`src/rtl/reg_bank_sequencer.sv`:
```
// Sequences LOAD/CLEAR/INC/DEC commands from two requesters onto a bank of four 16-bit registers.
// Latency grant-to-Ack: 2 cycles LOAD/CLEAR, Cnt+1 cycles INC/DEC, 1 cycle for INC/DEC with Cnt=0.
// Backpressure: requesters hold Req until Ack; round-robin arbitration; inputs sampled only at grant.
module reg_bank_sequencer #(
    parameter int CNT_W = 4
) (
    input  logic             Clock,
    input  logic             Reset,
    input  logic             ReqA,
    input  logic             ReqB,
    input  logic [1:0]       OpA,
    input  logic [1:0]       OpB,
    input  logic [1:0]       SelA,
    input  logic [1:0]       SelB,
    input  logic [CNT_W-1:0] CntA,
    input  logic [CNT_W-1:0] CntB,
    input  logic [15:0]      DataA,
    input  logic [15:0]      DataB,
    output logic             AckA,
    output logic             AckB,
    output logic             Busy,
    output logic             Owner,
    output logic [3:0]       RegE,
    output logic [1:0]       RegFunSel,
    output logic [15:0]      RegI
);

    // Op encoding shared with the register FunSel input.
    localparam logic [1:0] OP_DEC   = 2'b00;
    localparam logic [1:0] OP_INC   = 2'b01;
    localparam logic [1:0] OP_LOAD  = 2'b10;
    localparam logic [1:0] OP_CLEAR = 2'b11;

    typedef enum logic [1:0] {
        IDLE = 2'b00,
        EXEC = 2'b01,
        DONE = 2'b10
    } state_t;

    state_t           state_q, state_d;
    logic             owner_q, owner_d;
    logic [1:0]       op_q, op_d;
    logic [1:0]       sel_q, sel_d;
    logic [CNT_W-1:0] cnt_q, cnt_d;
    logic [15:0]      data_q, data_d;
    // Requester that wins the next simultaneous request: 0 = A, 1 = B.
    logic             prio_q, prio_d;

    // Selected requester's fields at the grant edge.
    logic             grant_b;
    logic [1:0]       req_op;
    logic [CNT_W-1:0] req_cnt;

    // State and latched-command registers; reset aborts any command in flight.
    always_ff @(posedge Clock or negedge Reset) begin
        if (!Reset) begin
            state_q <= IDLE;
            owner_q <= 1'b0;
            op_q    <= OP_DEC;
            sel_q   <= 2'd0;
            cnt_q   <= '0;
            data_q  <= 16'h0000;
            prio_q  <= 1'b0;
        end else begin
            state_q <= state_d;
            owner_q <= owner_d;
            op_q    <= op_d;
            sel_q   <= sel_d;
            cnt_q   <= cnt_d;
            data_q  <= data_d;
            prio_q  <= prio_d;
        end
    end

    // Arbitration, command latch and next-state sequencing.
    always_comb begin
        state_d = state_q;
        owner_d = owner_q;
        op_d    = op_q;
        sel_d   = sel_q;
        cnt_d   = cnt_q;
        data_d  = data_q;
        prio_d  = prio_q;
        // B wins when it asks alone, or when both ask and it is B's turn.
        grant_b = ReqB & (~ReqA | prio_q);
        req_op  = grant_b ? OpB : OpA;
        req_cnt = grant_b ? CntB : CntA;

        unique case (state_q)
            IDLE: begin
                if (ReqA || ReqB) begin
                    owner_d = grant_b;
                    op_d    = req_op;
                    sel_d   = grant_b ? SelB : SelA;
                    cnt_d   = req_cnt;
                    data_d  = grant_b ? DataB : DataA;
                    prio_d  = ~grant_b;
                    // A zero-count INC/DEC has nothing to execute.
                    if (!req_op[1] && (req_cnt == '0)) begin
                        state_d = DONE;
                    end else begin
                        state_d = EXEC;
                    end
                end
            end
            EXEC: begin
                if (op_q == OP_LOAD || op_q == OP_CLEAR) begin
                    state_d = DONE;
                end else if (cnt_q <= CNT_W'(1)) begin
                    cnt_d   = '0;
                    state_d = DONE;
                end else begin
                    cnt_d = cnt_q - CNT_W'(1);
                end
            end
            DONE: begin
                state_d = IDLE;
            end
            default: begin
                state_d = IDLE;
            end
        endcase
    end

    // Register-bank drive and handshake outputs decoded from the current state only.
    always_comb begin
        RegE      = 4'b0000;
        RegFunSel = 2'b00;
        RegI      = 16'h0000;
        AckA      = 1'b0;
        AckB      = 1'b0;
        Busy      = (state_q != IDLE);
        Owner     = owner_q;
        if (state_q == EXEC) begin
            RegE      = 4'b0001 << sel_q;
            RegFunSel = op_q;
            if (op_q == OP_LOAD) begin
                RegI = data_q;
            end
        end
        if (state_q == DONE) begin
            AckA = ~owner_q;
            AckB = owner_q;
        end
    end

endmodule

```
`config.mk`:
```
export PLATFORM = sky130hd
export DESIGN_NAME = reg_bank_sequencer
export DESIGN_NICKNAME = d
export VERILOG_FILES = /design/src/rtl/reg_bank_sequencer.sv
export SDC_FILE = /design/constraint.sdc
export NUM_CORES = 1
export LEC_CHECK = 0
export CAP_MARGIN = 30
export CORE_MARGIN = 4
export CORE_UTILIZATION = 44
export DETAILED_ROUTE_END_ITERATION = 10
export GPL_TIMING_DRIVEN = 0
export PLACE_DENSITY = 0.83
export SETUP_SLACK_MARGIN = 0.5
export SYNTH_ARGS = -nofsm -noshare
export SYNTH_HDL_FRONTEND = slang
export SYNTH_SLANG_ARGS = --single-unit
```
`constraint.sdc`:
```
create_clock -name Clock -period 5.2 [get_ports Clock]
set_clock_uncertainty 0.05 [all_clocks]
set_input_delay 1.04 -clock Clock [delete_from_list [all_inputs] [get_ports Clock]]
set_output_delay 1.04 -clock Clock [all_outputs]
set_load 0.05 [all_outputs]
```
* Word-level counts from Yosys, hierarchy flattened
Cells that the tools add are included.
Word-level totals: output and inout port bits 26, input port bits 52, flip-flop bits (word level) 28
Operators by class: shift operators 1, add/sub/neg operators 1, mux-type cells 19, reduce and logical (&&, ||, !) cells 11, bitwise logic cells 5, magnitude comparators 1, eq/ne operators 7
Operator list (count):
- $mux 16 | 3
- $mux 4 | 5
- $mux 2 | 7
- $pmux 4 s2 | 1
- $eq 2x2->1 const B | 3
- $le 4x1->1 const B | 1
- $logic_not 4->1 | 1
- $ne 2x2->1 const B | 2
- $pmux 2 s2 | 1
- $reduce_and 2->1 | 2
- $reduce_bool 2->1 | 2
- $shl 1x2->4 const A | 1
- $sub 4x1->4 const B | 1
- $ne 3x3->1 const B | 1
- $not 1->1 | 3
- $reduce_and 3->1 | 1
- $eq 2x1->1 const B | 1
- $logic_not 2->1 | 1
- $logic_or 1x1->1 | 2
- $mux 1 | 2
- $and 1x1->1 | 1
- $logic_and 1x1->1 | 1
- $logic_not 1->1 | 1
- $or 1x1->1 | 1

* Depth between registers and ports, before layout
depth in word-level cells 9, mapped depth 6

* Worst setup path after synthesis
Ideal clock, no wire load.
path kind flip-flop to output port, start point register state_q[1], end point output RegI[10], data required time 4110 ps, path buffers 2, data arrival time 2011 ps, stages on the path, launching flop included 7, slack 2099 ps, path through dfrtp_1 buf_2 nor2b_4 and2_1 and2b_1 clkbuf_1 and2_1
On the way: word-level cells in the longest chain between the ends 2
Ends and longest elaborated chain:
- start, declared | line 40 | state_t state_q, state_d;
- start signal, assigned | line 65 | state_q <= state_d;
- $eq 2x1->1 | line 134 | if (state_q == EXEC) begin
- $mux 16 | line 134
- end, declared | line 25 | output logic [15:0] RegI
No other way between the ends.

* Final worst setup path
start point register state_q[1], end point output RegI[5]
The elaborated chain is that of the path after synthesis.

==> impl_metrics.json <==
{
  "final_common_cell": "clkdlybuf4s50_1",
  "critPathCaptureType": "primary output",
  "drt_iter0_drc": 114,
  "globalRouteOverflowTotal": 0,
  "dpl.cell_count": 287,
  "max_freq_ghz": 0.255,
  "syn-cell-area_um2": 1610,
  "die_w_um": 68.4,
  "first_pass_iters": 4,
  "tritoncts": "done",
  "synthToLayoutAreaGrowth_pct": 57.1,
  "h-tree-depth": 1,
  "clk_latency_ps": 270,
  "synth_cells": 164,
  "grt_first_pass_wirelength_um": 7210,
  "fill_cells": 267,
  "layout_min_cycle_time_ps": 3920,
  "slew_violations": 0,
  "start_kind": "flip-flop",
  "path_class": "flip-flop to primary output",
  "synth_edf_count": 0,
  "ctsRootBufferMaster": "clkbuf_8",
  "post_drt_wl_per_cell_um": 16.3,
  "syn_area_per_cell_um2": 9.80,
  "ctsResizeCount": 0,
  "portBuffers": 76,
  "antenna_found_initial": 0,
  "fin_nets": 300,
  "fp.dieH_um": 68.4,
  "gp_congestion": 0.829,
  "setup_viol": 0,
  "cts.sinks": 28,
  "clk_pin_slew_worst_paths_ps": 90,
  "tightestPinTransition_ps": 725,
  "drt_wl_total_um": 4750,
  "grt_pass1_vias": 1550,
  "yosysSeqAreaShare": 0.436,
  "rows": 21,
  "start_util": 0.467,
  "syn-num-nets": 218,
  "final_hold_viol_count": 0,
  "synthDistinctLibCells": 40,
  "leakage_nw": 1.12,
  "viasPerCell": 5.56,
  "rsz0062_at_grt": "no",
  "n_antenna_cell": 0,
  "mostFrequentLayoutCells": "clkdlybuf4s50_1 (76), dfrtp_1 (28), and3_1 (21), a221o_1 (19), and2_1 (18)",
  "postRouteAntennaNets": 0,
  "fin_tns_setup_ps": 0,
  "vias": 1617,
  "grt_max_degree": 19,
  "min_period_over_period": 0.753,
  "worst_hold_path_type": "flip-flop to flip-flop",
  "cts_setup_buffers": 0,
  "hpwl_um": 3710,
  "io_pins": 78,
  "worstPathArrival_ps": 2830,
  "maxCapViolations": 0,
  "clock_path_buffers": 2,
  "total_power_w": 0.00128,
  "final_cells": 291,
  "ys_ff_latch": 28,
  "drc_errors": 0,
  "slew_headroom": 0.513,
  "crit_fanout": 10,
  "track_usage": 0.206,
  "powerDensity_nw_per_um2": 507,
  "outcome": "completed",
  "die-area_um2": 4680,
  "cts_buffers": 3,
  "async_flop_share": 1.00,
  "placed_area_um2": 2450,
  "hold_buffers": 0,
  "required_ps": 4110,
  "design_area_um2": 2520,
  "core_um2": 3440,
  "layout-drive-gt1-share": 0.0571,
  "irDropWorstVdd_uv": 233,
  "synth-main-ff-cell": "dfrtp_1",
  "ys_warn_count": 0
}
## worst max-delay path: stages, from the launching register on
cell,delay [ps]
dfrtp_1,370
buf_2,180
nor2b_4,220
and2_1,170
and2b_1,250
clkbuf_1,350
and2_1,190
clkdlybuf4s50_1,820
## cells by family (layout without fill, tap and decap cells)
group | count (synthesis) | in the layout | synth area share
buffers and inverters | 17 | 98 | 0.0475
AOI/OAI and AO/OA | 42 | 42 | 0.220
DFF | 28 | 28 | 0.436
muxes | 2 | 2 | 0.0125
adders and majority gates | 2 | 2 | 0.0156
and+or+nand+nor | 73 | 73 | 0.269
## worst paths after layout
| path | start | to | slack (ps) | cells past startpoint |
|---|---|---|---|---|
| max | state_q[1] | RegI[5] | 1280 | 7 |
| min | data_q[15] | data_q[15] | 460 | 1 |
| max reg2reg | cnt_q[1] | cnt_q[3] | 3250 | 6 |
| min reg2reg | data_q[15] | data_q[15] | 460 | 1 |
| max in group asynchronous | Reset | prio_q | 3520 | 2 |
| min in group asynchronous | Reset | data_q[0] | 1090 | 1 |
## per-stage QoR
| step | util | hold WS, ps | setup WS [ps] |
|---|---|---|---|
| after floorplan | - | 421 | 2100 |
| after global placement | 0.704 | 436 | 1640 |
| after detailed placement | 0.712 | 444 | 1590 |
| after CTS | 0.733 | 465 | 1280 |
| after global routing | 0.733 | 473 | 1150 |
| final | 0.733 | 460 | 1280 |
## metal layers
layer	wire length [um]	GRT usage	vias up
met5	0	0	-
met3	372	0.0411	18
met1	1850	0.256	747
li1	-	-	778
met4	177	0.109	0
met2	2350	0.333	74
## final cells by class
cell class                 instances  area, um^2  share of cell area
multi-input combinational        119         830               0.329
timing repair buffer              77         788               0.312
sequential                        28         701               0.278
buffer                            13        61.3              0.0243
tap                               46        57.6              0.0228
clock buffer                       3        41.3              0.0164
clock inverter                     1        30.0              0.0119
inverter                           4        15.0             0.00595
## cells in the mapped netlist, drive strengths merged (2+ instances only)
| library cell | number | share of area |
|---|---|---|
| a221o | 19 | 0.12 |
| and2 | 18 | 0.070 |
| and3 | 21 | 0.082 |
| buf | 6 | 0.022 |
| clkbuf | 7 | 0.016 |
| dfrtp | 28 | 0.44 |
| ha | 2 | 0.016 |
| inv | 4 | 0.0093 |
| mux2i | 2 | 0.012 |
| nand2 | 4 | 0.0093 |
| nand2b | 3 | 0.012 |
| nor2 | 10 | 0.023 |
| nor2b | 2 | 0.012 |
| nor3 | 5 | 0.016 |
| nor3b | 3 | 0.014 |
| o211ai | 2 | 0.0093 |
| o21ai | 7 | 0.024 |
| or4 | 2 | 0.0093 |
## where the power goes
group | switching [W] | leakage (nW) | internal [W]
clock | 0.0000662 | 0.0357 | 0.000103
sequential | 0.0000646 | 0.343 | 0.000324
combinational | 0.000415 | 0.743 | 0.000306
total | 0.000546 | 1.12 | 0.000733
## sequential cells by signal, indices dropped and copies added, names as in the netlist
signal	cells
cnt_q	4
prio_q	1
sel_q	2
op_q	2
data_q	16
Owner	1
state_q	2
Power figures use the tool's default switching activity.
